[config.mk]
export PLATFORM = sky130hd
export DESIGN_NAME = btn_event_dec
export DESIGN_NICKNAME = d
export VERILOG_FILES = /design/src/rtl/btn_event_dec_pkg.sv /design/src/rtl/btn_tick_timer.sv /design/src/rtl/btn_event_dec.sv
export SDC_FILE = /design/constraint.sdc
export NUM_CORES = 1
export LEC_CHECK = 0
export CAP_MARGIN = 30
export CORE_AREA = 2 2 47 49
export DETAILED_ROUTE_END_ITERATION = 16
export DIE_AREA = 0 0 49 51
export GPL_ROUTABILITY_DRIVEN = 0
export PLACE_DENSITY = 0.75
export SLEW_MARGIN = 20
export SYNTH_ARGS = -nofsm -noshare
export SYNTH_HDL_FRONTEND = slang
export SYNTH_SLANG_ARGS = --single-unit
[constraint.sdc]
create_clock -name CLK -period 2.1 [get_ports CLK]
set_input_delay 0.63 -clock CLK [delete_from_list [all_inputs] [get_ports CLK]]
set_output_delay 0.63 -clock CLK [all_outputs]
set_load 0.03 [all_outputs]
[src/rtl/btn_event_dec_pkg.sv]
// Shared definitions for the button gesture decoder: FSM state encodings and
// default tick constants.
package btn_event_dec_pkg;

    typedef enum logic [2:0] {
        ST_IDLE     = 3'd0,
        ST_PRESS1   = 3'd1,
        ST_WAIT_DBL = 3'd2,
        ST_PRESS2   = 3'd3,
        ST_LONG     = 3'd4
    } btn_state_e;

    localparam int DEF_CNT_W      = 12;
    localparam int DEF_LONG_TICKS = 1000;
    localparam int DEF_DBL_TICKS  = 250;
    localparam int DEF_RPT_TICKS  = 100;

endpackage

[src/rtl/btn_tick_timer.sv]
// Tick counter with synchronous clear, CE-gated increment and a runtime limit.
// tc fires on the CE that reaches limit_m1; the counter then restarts at zero.
module btn_tick_timer #(
    parameter int CNT_W = 12
) (
    input  logic             CLK,
    input  logic             RST,
    input  logic             clr,
    input  logic             ce,
    input  logic [CNT_W-1:0] limit_m1,
    output logic             tc
);

    logic [CNT_W-1:0] cnt_r;

    assign tc = ce && (cnt_r == limit_m1);

    // Counter: clear has priority, wrap on terminal count so it never passes the limit
    always_ff @(posedge CLK or posedge RST) begin
        if (RST) begin
            cnt_r <= {CNT_W{1'b0}};
        end else if (clr || tc) begin
            cnt_r <= {CNT_W{1'b0}};
        end else if (ce) begin
            cnt_r <= cnt_r + {{(CNT_W-1){1'b0}}, 1'b1};
        end else begin
            cnt_r <= cnt_r;
        end
    end

endmodule

[src/rtl/btn_event_dec.sv]
// Button gesture decoder: classifies a debounced button level into short,
// double and long presses, with auto-repeat pulses while held long.
module btn_event_dec
    import btn_event_dec_pkg::*;
#(
    parameter int CNT_W      = DEF_CNT_W,
    parameter int LONG_TICKS = DEF_LONG_TICKS,
    parameter int DBL_TICKS  = DEF_DBL_TICKS,
    parameter int RPT_TICKS  = DEF_RPT_TICKS
) (
    input  logic CLK,
    input  logic RST,
    input  logic CE,
    input  logic BTN,
    output logic SHORT_P,
    output logic DOUBLE_P,
    output logic LONG_P,
    output logic REPEAT_P,
    output logic HELD
);

    localparam logic [CNT_W-1:0] LONG_M1 = CNT_W'(LONG_TICKS - 1);
    localparam logic [CNT_W-1:0] DBL_M1  = CNT_W'(DBL_TICKS - 1);
    localparam logic [CNT_W-1:0] RPT_M1  = CNT_W'(RPT_TICKS - 1);

    btn_state_e       state_r;
    btn_state_e       state_nx_s;
    logic             clr_s;
    logic             tc_s;
    logic [CNT_W-1:0] limit_s;
    logic             short_nx_s;
    logic             double_nx_s;
    logic             long_nx_s;
    logic             repeat_nx_s;
    logic             short_r;
    logic             double_r;
    logic             long_r;
    logic             repeat_r;
    logic             held_r;

    btn_tick_timer #(
        .CNT_W (CNT_W)
    ) u_timer (
        .CLK      (CLK),
        .RST      (RST),
        .clr      (clr_s),
        .ce       (CE),
        .limit_m1 (limit_s),
        .tc       (tc_s)
    );

    // Next-state and pulse decode; a BTN change always wins over a same-cycle timeout
    always_comb begin
        state_nx_s  = state_r;
        clr_s       = 1'b0;
        limit_s     = {CNT_W{1'b0}};
        short_nx_s  = 1'b0;
        double_nx_s = 1'b0;
        long_nx_s   = 1'b0;
        repeat_nx_s = 1'b0;
        case (state_r)
            ST_IDLE: begin
                clr_s = 1'b1;
                if (BTN) begin
                    state_nx_s = ST_PRESS1;
                end else begin
                    state_nx_s = ST_IDLE;
                end
            end
            ST_PRESS1: begin
                limit_s = LONG_M1;
                if (!BTN) begin
                    state_nx_s = ST_WAIT_DBL;
                    clr_s      = 1'b1;
                end else if (tc_s) begin
                    state_nx_s = ST_LONG;
                    clr_s      = 1'b1;
                    long_nx_s  = 1'b1;
                end else begin
                    state_nx_s = ST_PRESS1;
                end
            end
            ST_WAIT_DBL: begin
                limit_s = DBL_M1;
                if (BTN) begin
                    state_nx_s = ST_PRESS2;
                    clr_s      = 1'b1;
                end else if (tc_s) begin
                    state_nx_s = ST_IDLE;
                    clr_s      = 1'b1;
                    short_nx_s = 1'b1;
                end else begin
                    state_nx_s = ST_WAIT_DBL;
                end
            end
            ST_PRESS2: begin
                limit_s = LONG_M1;
                if (!BTN) begin
                    state_nx_s  = ST_IDLE;
                    clr_s       = 1'b1;
                    double_nx_s = 1'b1;
                end else if (tc_s) begin
                    state_nx_s = ST_LONG;
                    clr_s      = 1'b1;
                    long_nx_s  = 1'b1;
                end else begin
                    state_nx_s = ST_PRESS2;
                end
            end
            ST_LONG: begin
                limit_s = RPT_M1;
                if (!BTN) begin
                    state_nx_s = ST_IDLE;
                    clr_s      = 1'b1;
                end else if (tc_s) begin
                    state_nx_s  = ST_LONG;
                    repeat_nx_s = 1'b1;
                end else begin
                    state_nx_s = ST_LONG;
                end
            end
            default: begin
                state_nx_s = ST_IDLE;
                clr_s      = 1'b1;
            end
        endcase
    end

    // State and registered outputs
    always_ff @(posedge CLK or posedge RST) begin
        if (RST) begin
            state_r  <= ST_IDLE;
            short_r  <= 1'b0;
            double_r <= 1'b0;
            long_r   <= 1'b0;
            repeat_r <= 1'b0;
            held_r   <= 1'b0;
        end else begin
            state_r  <= state_nx_s;
            short_r  <= short_nx_s;
            double_r <= double_nx_s;
            long_r   <= long_nx_s;
            repeat_r <= repeat_nx_s;
            held_r   <= (state_nx_s == ST_LONG);
        end
    end

    assign SHORT_P  = short_r;
    assign DOUBLE_P = double_r;
    assign LONG_P   = long_r;
    assign REPEAT_P = repeat_r;
    assign HELD     = held_r;

endmodule

---- After elaboration in Yosys (flattened, before gate mapping) ----
Index checks and enable logic that the tools add are counted.
operators by class
  add/sub/neg operators ................... 1
  equality and inequality tests ........... 6
  multiplexer cells ....................... 23
  reduce and logical (&&, ||, !) cells .... 5
operators by type and width
  cell                   number
  $pmux 10 s3            1
  $mux 12                2
  $mux 3                 5
  $pmux 3 s5             1
  $add 12x1->12 const B  1
  $eq 12x10->1           1
  $mux 1                 11
  $eq 3x2->1 const B     2
  $eq 3x3->1 const B     2
  $mux 2                 2
  $eq 3x1->1 const B     1
  $logic_not 3->1        1
  $pmux 1 s3             1
  $reduce_bool 2->1      1
  $reduce_or 2->1        1
  $logic_and 1x1->1      1
  $logic_or 1x1->1       1
storage, ports and cells
  flip-flop bits (word level) ............. 20
  bits of input ports ..................... 4
  output and inout port bits .............. 5

---- Depth between registers and ports, before layout ----
  depth in word-level cells ............... 10
  gate-level depth with buffers ........... 7
  mapped depth without buffers ............ 6

---- Hierarchy ----
A second synthesis with hierarchy kept.
second synthesis, totals
  cells, all modules ...................... 118
  area, all modules ....................... 1143.6 µm²
modules (own cells, without submodules)
  module          instances  cells each  area an instance (µm²)
  btn_tick_timer  1          76          760.7
  btn_event_dec   1          42          382.9

---- Worst setup path after synthesis ----
OpenSTA, ideal clock, no wires.
  kind .................................... input-to-reg
  start point ............................. in CE
  end point ............................... reg u_timer.cnt_r[7]
  arrival time ............................ 1856 ps
  required time ........................... 1981 ps
  setup slack ............................. 125 ps
  stages .................................. 6
  buffers on the path ..................... 2
  cells stage by stage .................... clkbuf_1 -> nor3b_1 -> o2111ai_2 -> o31ai_2 -> buf_4 -> nor2_1
between the ends
  word-level cells in the longest chain between the ends .. 6
  elaborated cells on any way between the ends .. 8
RTL lines
  what                                          RTL line                                                        text
  start: declaration                            btn_event_dec.sv:13                                             input logic CE,
  $logic_and 1x1->1                             btn_tick_timer.sv:16                                            assign tc = ce && (cnt_r == limit_m1);
  $mux 1                                        btn_event_dec.sv:75, btn_event_dec.sv:88, btn_event_dec.sv:102
  $mux 1, on equally long branches              btn_event_dec.sv:98, btn_event_dec.sv:85
  $pmux 1 s3                                    btn_event_dec.sv:61                                             case (state_r)
  $logic_or 1x1->1                              btn_tick_timer.sv:22                                            end else if (clr || tc) begin
  $mux 12 or $reduce_bool 2->1 (tied branches)  n/a
  end signal: assignment                        btn_tick_timer.sv:21                                            cnt_r <= {CNT_W{1'b0}};
  end signal: assignment                        btn_tick_timer.sv:23                                            cnt_r <= {CNT_W{1'b0}};
  end signal: assignment                        btn_tick_timer.sv:25                                            cnt_r <= cnt_r + {{(CNT_W-1){1'b0}}, 1'b1};
  end: declaration                              btn_tick_timer.sv:14                                            logic [CNT_W-1:0] cnt_r;
Several ways; a longest one is shown, not always the timed one.
A chain may end at the register's enable or synchronous reset.

---- Worst setup path in the final report ----
  start point ............................. in CE
  end point ............................... reg short_r (netlist: SHORT_P)
between the ends
  word-level cells in the longest chain between the ends .. 4
RTL lines
  what                    RTL line              text
  $logic_and 1x1->1       btn_tick_timer.sv:16
  $mux 1                  btn_event_dec.sv:88   end else if (tc_s) begin
  $mux 1                  btn_event_dec.sv:85   if (BTN) begin
  $mux 1                  btn_event_dec.sv:61
  named net short_nx_s    btn_event_dec.sv:31   logic short_nx_s;
  end signal: assignment  btn_event_dec.sv:140  short_r <= short_nx_s;
  end: declaration        btn_event_dec.sv:35   logic short_r;
The timed path passes the listed nets, and every way through them passes these cells.

==> run_results.csv <==
group,metric,value,unit
power,power_density,650,nW/um^2
setup_path,critPathKind,"in2reg",
timing,max-slew-margin-rel,74.6,%
final_layout,areaGrowthSynthToFinish,19.8,%
power,vdd_drop_max,387,uV
yosys,syn_nets,111,
drt,vias,809,
drt,drt_first_pass_iters,4,
global_route,grt_pass1_wl,3.44,mm
floorplan,die_h,51,microns
clocking,clkLatencyLatePin,310,ps
yosys,synth-seq-cells,20,
yosys,ys_warn_count,0,
yosys,synth_edf_count,0,
clocking,cts_buffers,3,
yosys,yosysTopAreaCell,"dfrtp_1",
yosys,ys_seq_area_share,47.1,%
drt,drtAntennaViolNets,0,
final_layout,seqCellArea,502,sq um
floorplan,num_rows,17,
final_layout,layout-drive-gt1-share,15.4,%
drt,drc,0,
yosys,synthDistinctLibCells,34,
global_route,antenna_found_initial,0,
final_layout,num-fill-cells,175,
floorplan,ioPinCount,9,
final_layout,multi_input_area,533,sq um
place,port_buffers,8,
drt,drt_iter0_drc,10,
yosys,yosysMostFrequentCell,"dfrtp_1",
clocking,cts_max_level,1,
hold_path,hold_depth,2,
timing,fin_hold_ws,562,ps
drt,routed_wl,1.88,mm
clocking,clockBufferDepth,2,
floorplan,dieArea,2500,sq um
global_route,grt_pass1_vias,785,
yosys,synth.area.top_cells,"dfrtp_1 (47%), xor2_1 (7.4%), nor2_1 (6.0%)",
setup_path,crit_path_max_fanout,3,
global_route,grt_max_degree,21,
floorplan,initial_utilization,51.5,%
setup_path,startpoint_type,"primary input",
global_route,grt_usage,18.4,%
clocking,cts_sinks,20,
timing,finClkSkew,2.91,ps
timing,finalCritPeriodShare,93.7,%
final_layout,fin_nets,129,
drt,routedWlPerCell,12.4,microns
place,dp_slack,-183,ps
job,drv_cap,0,
timing,worst_slew_pin_slew,381,ps
setup_path,crit_required,2330,ps
hold_path,min_path_type,"reg2reg",
setup_path,reg2regPathDepth,6,
drt,drt-vias-per-instance,5.36,
timing,hold_violations,0,
timing,grt_setup_unrepaired,"false",
power,leakagePower,0.564,nW
global_route,overflow,0,
timing,worst_slack,133,ps
outcome,status,"completed",
floorplan,core,2060,sq um
timing,slew_violations,0,
yosys,async_flop_share,100,%
setup_path,arrival,2190,ps
final_layout,antenna_cells,0,
setup_path,crit_path_end_kind,"flip-flop",
yosys,synth_top_flop_cell,"dfrtp_1",
timing,min_period,1970,ps
yosys,synth_top_area_share,47.1,%
yosys,synth.avg_cell_area,10.0,sq um
clocking,cts_hold_buf,0,
yosys,syn-instance-count,106,
timing,max_freq,0.508,GHz
clocking,root_buffer,"clkbuf_4",
timing,final-setup-viol-count,0,
yosys,ys_top_cells_by_count,"dfrtp_1 (20), nor2_1 (17), xor2_1 (9)",
floorplan,die_w,49,microns
yosys,synthesis.area,1060,sq um
clocking,tritoncts,"built",
clocking,clkTransAtPathRegs,110,ps
place,hpwl,1.38,mm
-- area by class of cell --
type,instances,area share [%]
clock buffer,3,1.77
tap,28,2.75
inverter,3,0.884
multi-input combinational,80,41.8
sequential,20,39.4
clock inverter,1,2.36
timing repair buffer,16,11.0
-- critical path, cell delays in order --
cell and delay [ps]:
clkdlybuf4s50_1 470, nor3b_1 260, o2111ai_2 190, buf_4 180, nor3_1 250, nor3b_1 220
-- layout by cell type, fill, tap and decap left out, types with 3 or more instances in the layout --
cell type and n:
clkbuf_4 3, buf_4 8, nor4_1 3, nor2_1 17, nor3_1 3, and3_1 3
inv_1 3, nand2_1 8, xor2_1 9, dfrtp_1 19, nor3b_1 4, nand3_1 3
clkdlybuf4s50_1 8, xnor2_1 3
-- power breakdown --
part           switching, mW  internal, mW  leakage (nW)  total [mW]
Clock                  0.123         0.193        0.0279       0.316
Sequential            0.0154         0.395         0.271       0.411
Combinational         0.0571        0.0450         0.265       0.102
-- registers in the layout, indices dropped and copies added (netlist names) --
name           flops
DOUBLE_P           1
u_timer.cnt_r     12
LONG_P             1
state_r            3
SHORT_P            1
REPEAT_P           1
HELD               1
-- final timing paths --
path | startpoint | endpoint | slack [ps]
min | u_timer.cnt_r[11]$_DFFE_PP0P_ | u_timer.cnt_r[11]$_DFFE_PP0P_ | 560
max in group asynchronous | RST | state_r[2]$_DFF_PP0_ | 1260
max reg2reg | state_r[2]$_DFF_PP0_ | SHORT_P$_DFF_PP0_ | 220
max | CE | SHORT_P$_DFF_PP0_ | 130
min reg2reg | u_timer.cnt_r[11]$_DFFE_PP0P_ | u_timer.cnt_r[11]$_DFFE_PP0P_ | 560
min in group asynchronous | RST | HELD$_DFF_PP0_ | 630
-- layer usage --
| metal | GRT usage [%] | up-vias | share of wire (%) |
|---|---|---|---|
| met5 | 0 | - | 0 |
| met4 | 11.4 | 0 | 2.4 |
| met3 | 2.92 | 5 | 2.3 |
| met2 | 30.8 | 11 | 49 |
| met1 | 22.5 | 392 | 46 |
| li1 | - | 401 | - |
-- per-stage QoR --
| step | power [mW] | setup TNS, ps | instances | utilization [%] | instance area [sq um] |
|---|---|---|---|---|---|
| final | 0.828 | 0 | 151 | 61.7 | 1270 |
| after global routing | 0.872 | 0 | 151 | 61.7 | 1270 |
| after CTS | 0.837 | 0 | 151 | 61.7 | 1270 |
| after detailed placement | 0.520 | -1920 | 147 | 59.1 | 1220 |
| after global placement | 0.517 | -1970 | 147 | 59.1 | 1220 |
| after floorplan | 0.487 | 0 | 106 | - | 1060 |
-- timing repair --
| item | CTS | global route |
|---|---|---|
| resized for setup | 0 | 1 |
| endpoints found under the setup margin | 0 | 1 |
| setup buffers | 0 | 0 |
-- cells by family after synthesis --
kind of cell	after synthesis	share of synthesized area, %
mux	2	2.00
flops	20	47.1
xor+xnor	13	12.0
buf+inv	6	2.82
compound gates	13	10.2
simple gates	51	24.7
fa+ha+maj	1	1.18
Power figures use the tool's default switching activity.
